$ cat src/rtl/bcd_scan_display.sv
// ============================================================================
// Module  : bcd_scan_display
// Brief   : Multiplexed seven-segment driver with load snapshot, leading-zero
//           blanking and non-BCD detection. Falling-edge clocked.
// Revision: 1.0 - initial release
// ============================================================================
`default_nettype none

module bcd_scan_display #(
  parameter int DIGITS   = 4,
  parameter int SCAN_DIV = 4,
  parameter int BLANK_LZ = 1
) (
  input  logic                  clk,
  input  logic                  reset,
  input  logic [4*DIGITS-1:0]   bcd_in,
  input  logic                  load,
  output logic [6:0]            seg,
  output logic [DIGITS-1:0]     dig_en,
  output logic                  err
);

  localparam int P_W = (SCAN_DIV > 1) ? $clog2(SCAN_DIV) : 1;
  localparam int I_W = (DIGITS > 1) ? $clog2(DIGITS) : 1;
  localparam logic [P_W-1:0] P_LAST = P_W'(SCAN_DIV - 1);
  localparam logic [I_W-1:0] I_LAST = I_W'(DIGITS - 1);

  logic [4*DIGITS-1:0] snap;
  logic [P_W-1:0]      p;
  logic [I_W-1:0]      idx;

  logic [3:0]          cur;
  logic [DIGITS-1:0]   lz;
  logic [DIGITS-1:0]   en_next;
  logic [6:0]          seg_next;
  logic                err_next;
  logic                higher_zero;

  function automatic logic [6:0] dec(input logic [3:0] d);
    case (d)
      4'd0:    dec = 7'b1111110;
      4'd1:    dec = 7'b0110000;
      4'd2:    dec = 7'b1101101;
      4'd3:    dec = 7'b1111001;
      4'd4:    dec = 7'b0110011;
      4'd5:    dec = 7'b1011011;
      4'd6:    dec = 7'b1011111;
      4'd7:    dec = 7'b1110000;
      4'd8:    dec = 7'b1111111;
      4'd9:    dec = 7'b1111011;
      default: dec = 7'b0000001;
    endcase
  endfunction

  always_comb begin
    cur         = 4'd0;
    en_next     = '0;
    lz          = '0;
    higher_zero = 1'b1;
    err_next    = 1'b0;
    seg_next    = 7'd0;
    // lz[i] is set when digit i and every more significant digit are zero
    for (int i = DIGITS - 1; i >= 0; i--) begin
      higher_zero = higher_zero && (snap[4*i +: 4] == 4'd0);
      lz[i]       = higher_zero;
    end
    for (int i = 0; i < DIGITS; i++) begin
      if (idx == I_W'(i)) begin
        cur        = snap[4*i +: 4];
        en_next[i] = 1'b1;
      end
      if (bcd_in[4*i +: 4] > 4'd9) err_next = 1'b1;
    end
    seg_next = dec(cur);
    if (p == '0) begin
      en_next  = '0;
      seg_next = 7'd0;
    end else if ((BLANK_LZ != 0) && (idx != '0) && (|(lz & en_next))) begin
      seg_next = 7'd0;
    end
  end

  always_ff @(negedge clk or negedge reset) begin
    if (!reset) begin
      snap   <= '0;
      p      <= '0;
      idx    <= '0;
      seg    <= 7'd0;
      dig_en <= '0;
      err    <= 1'b0;
    end else begin
      seg    <= seg_next;
      dig_en <= en_next;
      if (load) begin
        snap <= bcd_in;
        err  <= err_next;
      end
      if (p == P_LAST) begin
        p   <= '0;
        idx <= (idx == I_LAST) ? '0 : idx + I_W'(1);
      end else begin
        p <= p + P_W'(1);
      end
    end
  end

endmodule

`default_nettype wire
$ cat config.mk
export PLATFORM = sky130hd
export DESIGN_NAME = bcd_scan_display
export DESIGN_NICKNAME = d
export VERILOG_FILES = /design/src/rtl/bcd_scan_display.sv
export SDC_FILE = /design/constraint.sdc
export NUM_CORES = 1
export LEC_CHECK = 0
export CAP_MARGIN = 20
export CORE_MARGIN = 4
export CORE_UTILIZATION = 55
export DETAILED_ROUTE_END_ITERATION = 16
export GPL_TIMING_DRIVEN = 0
export PLACE_DENSITY = 0.92
export SETUP_SLACK_MARGIN = 0.1
export SYNTH_ARGS = -nofsm -noshare
export SYNTH_HDL_FRONTEND = slang
export SYNTH_SLANG_ARGS = --single-unit
$ cat constraint.sdc
create_clock -name clk -period 5.6 [get_ports clk]
set_input_delay 1.12 -clock clk [delete_from_list [all_inputs] [get_ports clk]]
set_output_delay 1.12 -clock clk [all_outputs]
set_load 0.01 [all_outputs]
# == After elaboration in Yosys (flattened, before gate mapping) ==
# Memories as Yosys holds them, arrays and structs flattened.
# Cells that the tools add are included.
# totals
regBits,32
romBits,112
inputBits,19
out_inout_bits,12
word_cells,47
memories,1
# op_classes
addsub,2
magnitude_cmp,4
eq_ne,4
muxes,17
bitwise_logic,1
reduce_logical,12
# mem_list
memory,words,word_bits,read_ports,rd_ports_with_merged_regs,wr,line,text
(name not given),16,7,1,0,0,40,case (d)
# op_table
operator,count
$mux W4,5
$gt A4 B4 Y1 const B,4
$logic_not A4 Y1,4
$mux W7,2
$mux W1,8
$eq A2 B2 Y1 const B,3
$add A2 B1 Y2 const B,2
$and A4 B4 Y4,1
$logic_and A1 B1 Y1,4
$logic_not A2 Y1,2
$mux W2,2
$reduce_or A4 Y1,1
$eq A2 B1 Y1 const B,1
$reduce_bool A2 Y1,1

# == Longest topological paths before layout ==
# logic_depth
ltp_word,9
mapped_depth,11
depth_no_buf,10

==> parameters.txt <==
Parameter                              Value

Synthesis
  Sequential-to-total area share from yosys stat    50.6%
  Number of enable flip-flop cells after synthesis    0
  Synth unique cells    33
  Cell area after synthesis    1580 um2
  Top_reg_cell synth    sky130_fd_sc_hd__dfrtn_1
  Synthesized netlist net count    165
  Post-Synthesis Cells    135
  Mean Syn Cell Area    11.7 um2
  Synthesis-stage register bit count    32
  Share of synthesized flip-flops with an asynchronous set or reset    100%
  Number of warnings issued by yosys    0

Critical path
  Number of gates on the worst path with buffers counted    1
  CP cell instances    clkdlybuf4s50_1
  Number of buffer and inverter instances along the worst setup path    1
  Register-to-register path setup slack    3150 ps
  Nature of the critical path endpoint    output port
  Path depth of the worst reg2reg path    9
  Required time reported for the critical path endpoint    4480 ps
  Max stage delay cell, worst path    sky130_fd_sc_hd__clkdlybuf4s50_1
  Biggest cell delay along the critical path    540 ps
  Origin of the critical flop-to-flop path    idx[0]
  Setup crit end    err
  Type of origin of the critical path    flop
  Startpoint-to-endpoint class of the critical path    flop to output port
  Dominant delay contributor by cell family on the critical path    buffers and inverters
  Terminus of the critical flop-to-flop path    seg[2]
  Crit path from    err
  Critical path peak fanout    2
  Worst path arrival time    4090 ps

Routing
  Total number of vias    1204
  Residual DRC    0
  Number of search-and-repair iterations in the first detailed-routing pass    4
  Antenna violation net count after detailed routing    0
  Vias per cell    5.90
  Per-cell routed wire length    16.0 um
  Sum of routed wire length over all layers    3260 um
  DRC violation total after the first TritonRoute iteration    36

Final layout
  Proportion of layout cells with a drive suffix above 1    17.3%
  Signed area change from the synthesized netlist to the final layout    26.4%
  Number of inserted diodes    0
  Layout Utilization    72.5%
  Number of filler cells placed in the layout    187
  Fin nets    202

Timing
  Final-report setup violation count    0
  Post-Route Setup TNS    0 ps
  Count of pins over their slew limit    0
  Setup clock skew after layout    12.4 ps
  Final hold violations    0
  Unrepaired setup endpoints after global routing    no
  Slew HR    51.6%
  Worst slew pin tran    724 ps

GRT
  Initial antenna violation count    0
  Overall track demand over capacity in global routing    18.9%
  Number of global-route vias before repair    1235
  Overflow left after global routing    0
  Maximum number of pins on one net before global-route repair    20
  First-pass GRT wire length    5170 um

Clock tree
  Number of buffers created by CTS    5
  H-tree levels    2
  Cells resized by post-CTS repair    0
  # Post-CTS Setup Buffers    0
  Number of buffers on the longest clock path    2
  Clock sink count    32
  TritonCTS clock tree    built
  Clk pin slew, worst setup/hold paths    70 ps
  Number of buffers inserted for hold repair after clock tree synthesis    0
  Library cell used as clock root buffer    sky130_fd_sc_hd__clkbuf_4
  Insertion delay to the later sink of the worst-skew pair    330 ps

Place
  Final weighted congestion in routability-driven placement    0.863
  Input/output buffers    29
  DP Wirelength    2560 um

Die
  Overall die area    3800 um2
  Initial Utilization    57.4%
  Cell row count    19
  Horizontal die dimension    61.6 um
  Y dimension of the die    61.6 um
  I/O pin count    31
  Core footprint    2760 um2

Min path
  Min-delay worst type    flop to flop

Power and ir drop
  Switching portion of total power    26.1%
  Net switching power of the design    122 uW
  Largest voltage drop on the vdd net    0.201 mV
  Clock network fraction of design power    29.5%
  PD cells    234 nW/um2
  Logic pwr share    15.7%
  Share of power burned in registers    54.8%
  Int Power    346 uW
  Reported leakage power    0.888 nW

Run
  Number of maximum-capacitance constraint violations    0

Run status
  Run status    completed
==> per-stage QoR <==
stage / hold slack, ps / cell area [um2] / power, mW / setup slack [ps] / std cells
after global routing: 434 / 2000 / 0.490 / 349 / 204
after detailed placement: 397 / 1940 / 0.333 / 290 / 196
final: 392 / 2000 / 0.468 / 395 / 204
after CTS: 398 / 2000 / 0.471 / 384 / 204
after global placement: 376 / 1910 / 0.326 / 182 / 195
after floorplan: 364 / 1580 / 0.300 / 506 / 135
==> power groups by stage <==
stage | logic, mW | clock network, mW | registers [mW]
floorplan | 0.0432 | 0 | 0.257
global placement | 0.0664 | 0 | 0.259
detailed placement | 0.0736 | 0 | 0.260
CTS | 0.0738 | 0.141 | 0.256
global route | 0.0803 | 0.152 | 0.258
finish | 0.0737 | 0.138 | 0.256
==> cell families after synthesis <==
logic type,count (synthesis),synth area share [%]
and+or+nand+nor,35,13.0
DFF,32,50.6
AOI/OAI and AO/OA,29,12.6
muxes,16,11.3
buffers and inverters,12,3.79
adders and majority gates,11,8.70
==> per-layer routing <==
layer	GRT usage [%]	wire, um
met4	8.18	57
met3	7.34	216
met2	32.7	1720
met5	0	0
met1	20.5	1260
==> worst min path at each step <==
stage | cells after the start | slack [ps] | startpoint | to
final | 1 | 390 | p[0] | p[0]
after global routing | 1 | 430 | p[0] | p[0]
after CTS | 1 | 400 | p[0] | p[0]
after detailed placement | 1 | 400 | p[0] | p[0]
after global placement | 1 | 380 | p[0] | p[0]
after floorplan | 1 | 360 | p[0] | p[0]
==> final cells by class <==
| type | count | area [um2] | share of cell area [%] |
|---|---|---|---|
| flip-flops and latches | 32 | 801 | 40.0 |
| multi-input cells | 91 | 722 | 36.1 |
| repair buffers | 30 | 318 | 15.9 |
| clock buffers | 6 | 51.3 | 2.56 |
| well taps | 31 | 38.8 | 1.94 |
| plain buffers | 4 | 30.0 | 1.50 |
| inverters | 8 | 30.0 | 1.50 |
| clock inverters | 2 | 10.0 | 0.500 |
==> state kept, by name (all words and copies together), names as in the netlist <==
signal  cells
snap       16
idx         2
dig_en      4
p           2
seg         7
err         1
==> synth_stat cells (2+ instances only) <==
cell,count,share of area [%]
sky130_fd_sc_hd__a211oi_1,3,1.4
sky130_fd_sc_hd__a21boi_0,2,0.95
sky130_fd_sc_hd__a21oi_1,2,0.63
sky130_fd_sc_hd__buf_6,2,1.4
sky130_fd_sc_hd__clkbuf_1,2,0.47
sky130_fd_sc_hd__dfrtn_1,32,51
sky130_fd_sc_hd__ha_1,11,8.7
sky130_fd_sc_hd__inv_1,8,1.9
sky130_fd_sc_hd__mux2_2,15,11
sky130_fd_sc_hd__nand2_1,11,2.6
sky130_fd_sc_hd__nand3_1,2,0.63
sky130_fd_sc_hd__nor2_1,6,1.4
sky130_fd_sc_hd__nor2b_1,4,1.6
sky130_fd_sc_hd__nor3b_1,2,0.95
sky130_fd_sc_hd__o211ai_1,3,1.4
sky130_fd_sc_hd__o21a_1,2,0.95
sky130_fd_sc_hd__o21ai_0,9,2.8
sky130_fd_sc_hd__o22ai_1,3,1.2
sky130_fd_sc_hd__or4_1,2,0.95
==> cell usage in the layout, fill, tap and decap left out, drive strengths merged <==
cell type,synthesis,routed
dfrtn,32,32
clkdlybuf4s50,0,29
mux2,15,15
nand2,11,11
ha,11,11
o21ai,9,9
inv,8,8
clkbuf,2,8
nor2,6,6
nor2b,4,4
o211ai,4,4
a211oi,3,3
o22ai,3,3
buf,2,3
nor3b,2,2
or4,2,2
a21oi,2,2
a21boi,2,2
o21a,2,2
nand3,2,2
clkinv,0,2
nand3b,2,2
a221o,1,1
o221ai,1,1
nand2b,1,1
o211a,1,1
a311o,1,1
or4b,1,1
or3,1,1
and2,1,1
mux2i,1,1
and3,1,1
and4,1,1
(Power assumes the default switching activity.)
